## src/rtl/disp_pixbuf.sv

```systemverilog
// disp_pixbuf: pixel FIFO between the VRAM AXI read port and the display
// pipeline. Stores 64-bit words ({P1,P0}, RGB in the low 24 bits of each
// 32-bit half) and unpacks them into one 24-bit pixel per handshake.
// Optional macro DISP_PIXBUF_ERR_EN enables the sticky ERR_OVF/ERR_UDF flags;
// when undefined both outputs are tied low and no flag registers exist.
module disp_pixbuf #(
    parameter int DEPTH     = 64,
    parameter int BURST_LEN = 16
) (
    input  logic                    ACLK,
    input  logic                    ARST,
    input  logic [63:0]             RDATA,
    input  logic                    RVALID,
    input  logic                    RREADY,
    input  logic                    FLUSH,
    output logic                    BUF_WREADY,
    output logic [23:0]             PIX_DATA,
    output logic                    PIX_VALID,
    input  logic                    PIX_READY,
    output logic [$clog2(DEPTH):0]  LEVEL,
    output logic                    ERR_OVF,
    output logic                    ERR_UDF
);

    localparam int AW = $clog2(DEPTH);
    localparam int LW = AW + 1;
    localparam logic [LW-1:0] FULL_LVL = LW'(DEPTH);
    localparam logic [LW:0]   BURST_W  = (LW + 1)'(BURST_LEN);

    // Only the two RGB fields of each word are kept.
    logic [47:0]    mem_q [DEPTH];
    logic [AW-1:0]  wptr_q, wptr_d;
    logic [AW-1:0]  rptr_q, rptr_d;
    logic [LW-1:0]  level_q, level_d;
    logic           half_q, half_d;
    logic           pix_valid_q, pix_valid_d;
    logic [23:0]    pix_data_q, pix_data_d;

    logic           push_req_s;
    logic           full_s;
    logic           avail_s;
    logic           load_s;
    logic           pop_s;
    logic           push_ok_s;
    logic [47:0]    head_s;
    logic [LW:0]    space_s;
    logic           unused_s;

    assign unused_s = ^{RDATA[63:56], RDATA[31:24]};

    // Handshake decode: a pop happens only when P1 of the head word is loaded,
    // which frees a slot so a push into a full FIFO can be accepted alongside.
    always_comb begin
        push_req_s = RVALID & RREADY & ~FLUSH;
        full_s     = (level_q == FULL_LVL);
        avail_s    = (level_q != {LW{1'b0}});
        load_s     = (~pix_valid_q | PIX_READY) & avail_s & ~FLUSH;
        pop_s      = load_s & half_q;
        push_ok_s  = push_req_s & (~full_s | pop_s);
        head_s     = mem_q[rptr_q];
        space_s    = {1'b0, FULL_LVL} - {1'b0, level_q};
    end

    // Storage write; contents need no reset because LEVEL gates every read.
    always_ff @(posedge ACLK) begin
        if (push_ok_s) begin
            mem_q[wptr_q] <= {RDATA[55:32], RDATA[23:0]};
        end
    end

    // Next-state for pointers, fill level and the output pixel register.
    always_comb begin
        wptr_d      = wptr_q;
        rptr_d      = rptr_q;
        level_d     = level_q;
        half_d      = half_q;
        pix_valid_d = pix_valid_q;
        pix_data_d  = pix_data_q;
        if (FLUSH) begin
            wptr_d      = {AW{1'b0}};
            rptr_d      = {AW{1'b0}};
            level_d     = {LW{1'b0}};
            half_d      = 1'b0;
            pix_valid_d = 1'b0;
        end else begin
            if (push_ok_s) begin
                wptr_d = wptr_q + 1'b1;
            end else begin
                wptr_d = wptr_q;
            end
            case ({push_ok_s, pop_s})
                2'b10:   level_d = level_q + 1'b1;
                2'b01:   level_d = level_q - 1'b1;
                default: level_d = level_q;
            endcase
            if (load_s) begin
                pix_valid_d = 1'b1;
                pix_data_d  = half_q ? head_s[47:24] : head_s[23:0];
                half_d      = ~half_q;
                rptr_d      = half_q ? (rptr_q + 1'b1) : rptr_q;
            end else if (PIX_READY) begin
                // Current pixel consumed (or none held) and nothing to refill.
                pix_valid_d = 1'b0;
            end else begin
                pix_valid_d = pix_valid_q;
            end
        end
    end

    // State register; ARST overrides FLUSH and all traffic.
    always_ff @(posedge ACLK) begin
        if (ARST) begin
            wptr_q      <= {AW{1'b0}};
            rptr_q      <= {AW{1'b0}};
            level_q     <= {LW{1'b0}};
            half_q      <= 1'b0;
            pix_valid_q <= 1'b0;
            pix_data_q  <= 24'h000000;
        end else begin
            wptr_q      <= wptr_d;
            rptr_q      <= rptr_d;
            level_q     <= level_d;
            half_q      <= half_d;
            pix_valid_q <= pix_valid_d;
            pix_data_q  <= pix_data_d;
        end
    end

    assign BUF_WREADY = (space_s >= BURST_W);
    assign PIX_DATA   = pix_data_q;
    assign PIX_VALID  = pix_valid_q;
    assign LEVEL      = level_q;

`ifdef DISP_PIXBUF_ERR_EN
    logic ovf_q, ovf_d;
    logic udf_q, udf_d;
    logic armed_q, armed_d;

    // Sticky error flags; underflow is only meaningful once a frame has started.
    always_comb begin
        if (FLUSH) begin
            ovf_d   = 1'b0;
            udf_d   = 1'b0;
            armed_d = 1'b0;
        end else begin
            ovf_d   = ovf_q | (push_req_s & full_s & ~pop_s);
            udf_d   = udf_q | (armed_q & PIX_READY & ~pix_valid_q);
            armed_d = armed_q | (pix_valid_q & PIX_READY);
        end
    end

    // Error flag registers.
    always_ff @(posedge ACLK) begin
        if (ARST) begin
            ovf_q   <= 1'b0;
            udf_q   <= 1'b0;
            armed_q <= 1'b0;
        end else begin
            ovf_q   <= ovf_d;
            udf_q   <= udf_d;
            armed_q <= armed_d;
        end
    end

    assign ERR_OVF = ovf_q;
    assign ERR_UDF = udf_q;
`else
    assign ERR_OVF = 1'b0;
    assign ERR_UDF = 1'b0;
`endif

endmodule

```

## config.mk

```make
export PLATFORM = sky130hd
export DESIGN_NAME = disp_pixbuf
export DESIGN_NICKNAME = d
export VERILOG_FILES = /design/src/rtl/disp_pixbuf.sv
export SDC_FILE = /design/constraint.sdc
export NUM_CORES = 2
export LEC_CHECK = 0
export CAP_MARGIN = 20
export CORE_ASPECT_RATIO = 1.2
export CORE_MARGIN = 2
export CORE_UTILIZATION = 60
export DETAILED_ROUTE_END_ITERATION = 7
export HOLD_SLACK_MARGIN = 0.05
export PLACE_DENSITY = 0.73
export SKIP_CTS_REPAIR_TIMING = 1
export SYNTH_ARGS = -nofsm -noshare
export SYNTH_HDL_FRONTEND = slang
export SYNTH_SLANG_ARGS = --single-unit
export TNS_END_PERCENT = 100
```

## constraint.sdc

```tcl
create_clock -name ACLK -period 6.2 [get_ports ACLK]
set_input_delay 1.55 -clock ACLK [delete_from_list [all_inputs] [get_ports ACLK]]
set_output_delay 1.55 -clock ACLK [all_outputs]
set_load 0.02 [all_outputs]
```

==> flow_summary.yaml <==
status:
  status: "complete, but fails checks"
  violations: "design-rule violations"
synth:
  netlist.area_leader.share: 0.772
  synthArstFlopShare: 0
  synth-seq-cells: 3123
  syn_area_per_cell_um2: 22.5
  yosys.area.top_type: "edfxtp_1"
  syn_area_um2: 119000
  synth_area_leaders: "edfxtp_1 (77%), mux4_2 (13%), mux2i_1 (1.5%), dfxtp_1 (0.85%), a22oi_1 (0.68%)"
  synth_compound_area_frac: 0.0319
  yosysSeqAreaShare: 0.781
  synth_fa_ha_area_frac: 0.000901
  synth_top_family_by_area: "multiplexers"
  yosysWarnings: 0
  synthFlopType: "edfxtp_1"
  synth_cells: 5297
  yosys.area_share.simple: 0.0159
  synth_edf_count: 3072
  synth_cell_types: 78
  synth_xor_xnor_area_share: 0.000953
  synthMuxAreaShare: 0.154
finish:
  final_common_cell: "edfxtp_1"
  drive_gt1_frac: 0.258
  final_cell_mix: "edfxtp_1 (3,072), mux4_2 (708), clkbuf_16 (309)"
  fillers: 11800
  area_growth_pct: 12.6
  fin_cells: 8510
  nNetsFinal: 5743
  fin_util: 0.679
clock_tree:
  clkSinkCount: 3123
  cts_tree: "yes"
  numCtsBuffers: 300
  htree_levels: 5
  ctsLongestPathBuffers: 4
  clk_pin_slew_ns: 0.07
  clk_latency_ns: 0.94
  root_buffer: "clkbuf_16"
placement:
  placed_cells: 7948
  place_hpwl_um: 188000
  gp_congestion: 0.905
  port_buffers: 86
global_route:
  grt_max_degree: 107
  overflow: 0
  grt_first_pass_wirelength_um: 463000
  grt_pass1_vias: 60600
  antenna_found_initial: 18
  grt_usage: 0.333
floorplan:
  io_pins: 105
  core_area_um2: 198000
  die_x_um: 411
  die_h_um: 493
  fp-row-count: 179
  initial_core_util: 0.603
  die_area_um2: 203000
pwr:
  vdd_ir_drop_max_mv: 0.334
  p_leak_nw: 40.9
  power.total_mw: 41.1
  p_per_area_nw_per_um2: 306
sta:
  setup_violations: 0
  rsz0062_at_grt: "false"
  slew_headroom: 0.175
  final.min_clock_period_ns: 4.58
  post-route-period-util: 0.738
  fin_hold_ws_ns: 0.519
  setup_tns_ns: 0
  timing.final.hold_violations: 0
  max_clock_freq_ghz: 0.218
  maxSlewViolCount: 0
  fin_skew_ns: 0.0665
  tightestPinTransition_ns: 1.24
setup_path:
  cp.arrival_ns: 3.03
  crit_type: "reg -> out"
  worstPathRequired_ns: 4.65
  cp-end-kind: "output port"
  cp-start-kind: "flop"
  worstPathMaxFanout: 6
routing:
  vias: 61100
  route.detailed.drc: 1
  via_per_inst: 7.18
  drt_iter0_markers: 10200
  wl_per_cell_um: 39.3
  drt_wl_total_um: 335000
  firstDrtPassIters: 8
  ant_nets: 0
worst_hold_path:
  holdCritPathClass: "reg -> reg"
run:
  cap_violations: 0
-- final timing paths --
kind	start	to	slack, ns	cells after the start
setup / recovery	LEVEL[0]	BUF_WREADY	1.62	4
hold / removal	rptr_q[1]	rptr_q[1]	0.52	2
setup reg to reg	flop	PIX_DATA[12]	2.17	8
hold reg to reg	rptr_q[1]	rptr_q[1]	0.52	2
-- synthesized netlist by cell type (6+ instances only) --
library cell     n
o221ai_1        20
o22ai_1         69
a22oi_1        108
o21ai_0         32
and2_1          12
buf_2           94
o21ai_1         12
a211oi_1        24
inv_1            8
nor2_1         145
mux4_2         708
a21o_1           6
a22o_1          62
o2111ai_1        9
a221oi_1        56
nand2b_1        14
mux2i_1        182
xnor2_1          6
edfxtp_1      3072
buf_1           24
nor2b_1         25
mux4_1          21
dfxtp_1         51
mux2_2           8
a21oi_1         47
ha_1             7
nor3_1          17
a32oi_1          6
o211ai_1        11
nand4_1         11
nand2_1        129
buf_4           37
clkbuf_1        86
or2_2            7
xor2_1           7
nand3_1         42
buf_6           41
-- through the flow --
step | setup WS, ns | instance area, um^2
6_report | 1.62 | 134000
5_1_grt | 1.52 | 134000
4_1_cts | 1.57 | 134000
3_5_place_dp | 0.940 | 124000
3_3_place_gp | 0.942 | 124000
2_1_floorplan | 0.825 | 119000
-- layout make-up --
cell class | count | area [um^2] | share of cell area
Antenna cell | 9 | 22.5 | 0.000168
Sequential cell | 3123 | 93300 | 0.694
Tap cell | 2624 | 3280 | 0.0244
Inverter | 10 | 37.5 | 0.000279
Timing Repair Buffer | 356 | 3780 | 0.0281
Multi-Input combinational cell | 1874 | 24900 | 0.185
Clock inverter | 135 | 1080 | 0.00801
Clock buffer | 379 | 8060 | 0.0599
-- registers in the layout (all words and copies together) (netlist names), named ones only --
| name | cells |
|---|---|
| mem_q | 3072 |
| PIX_DATA | 24 |
| LEVEL | 7 |
| rptr_q | 6 |
| wptr_q | 6 |
| PIX_VALID | 1 |
| half_q | 1 |
-- kinds of logic after synthesis --
kind of cell / count (synthesis)
other: 1
flip-flops: 3123
AND/OR/NAND/NOR: 421
AO/OA/AOI/OAI: 511
adder cells (fa/ha/maj): 8
XOR/XNOR: 13
buffers and inverters: 301
multiplexers: 919
-- power breakdown --
part | total, mW | switching, mW | internal, mW
Combinational | 0.494 | 0.395 | 0.0987
Sequential | 23.2 | 0.0111 | 23.2
Clock | 17.4 | 7.58 | 9.84
Total | 41.1 | 7.99 | 33.1
-- critical path: stages, from the launching register on --
cell	delay [ns]
dfxtp_1	0.40
nor4_4	0.58
nand3_1	0.38
o31a_1	0.20
clkdlybuf4s50_1	0.54
-- per-layer routing --
layer / routed length, um / global-route usage
met1: 109000 / 0.438
met4: 23300 / 0.190
met2: 158000 / 0.516
met3: 43700 / 0.0806
met5: 108 / 0
Note: power is estimated with default switching activity, not from simulation.
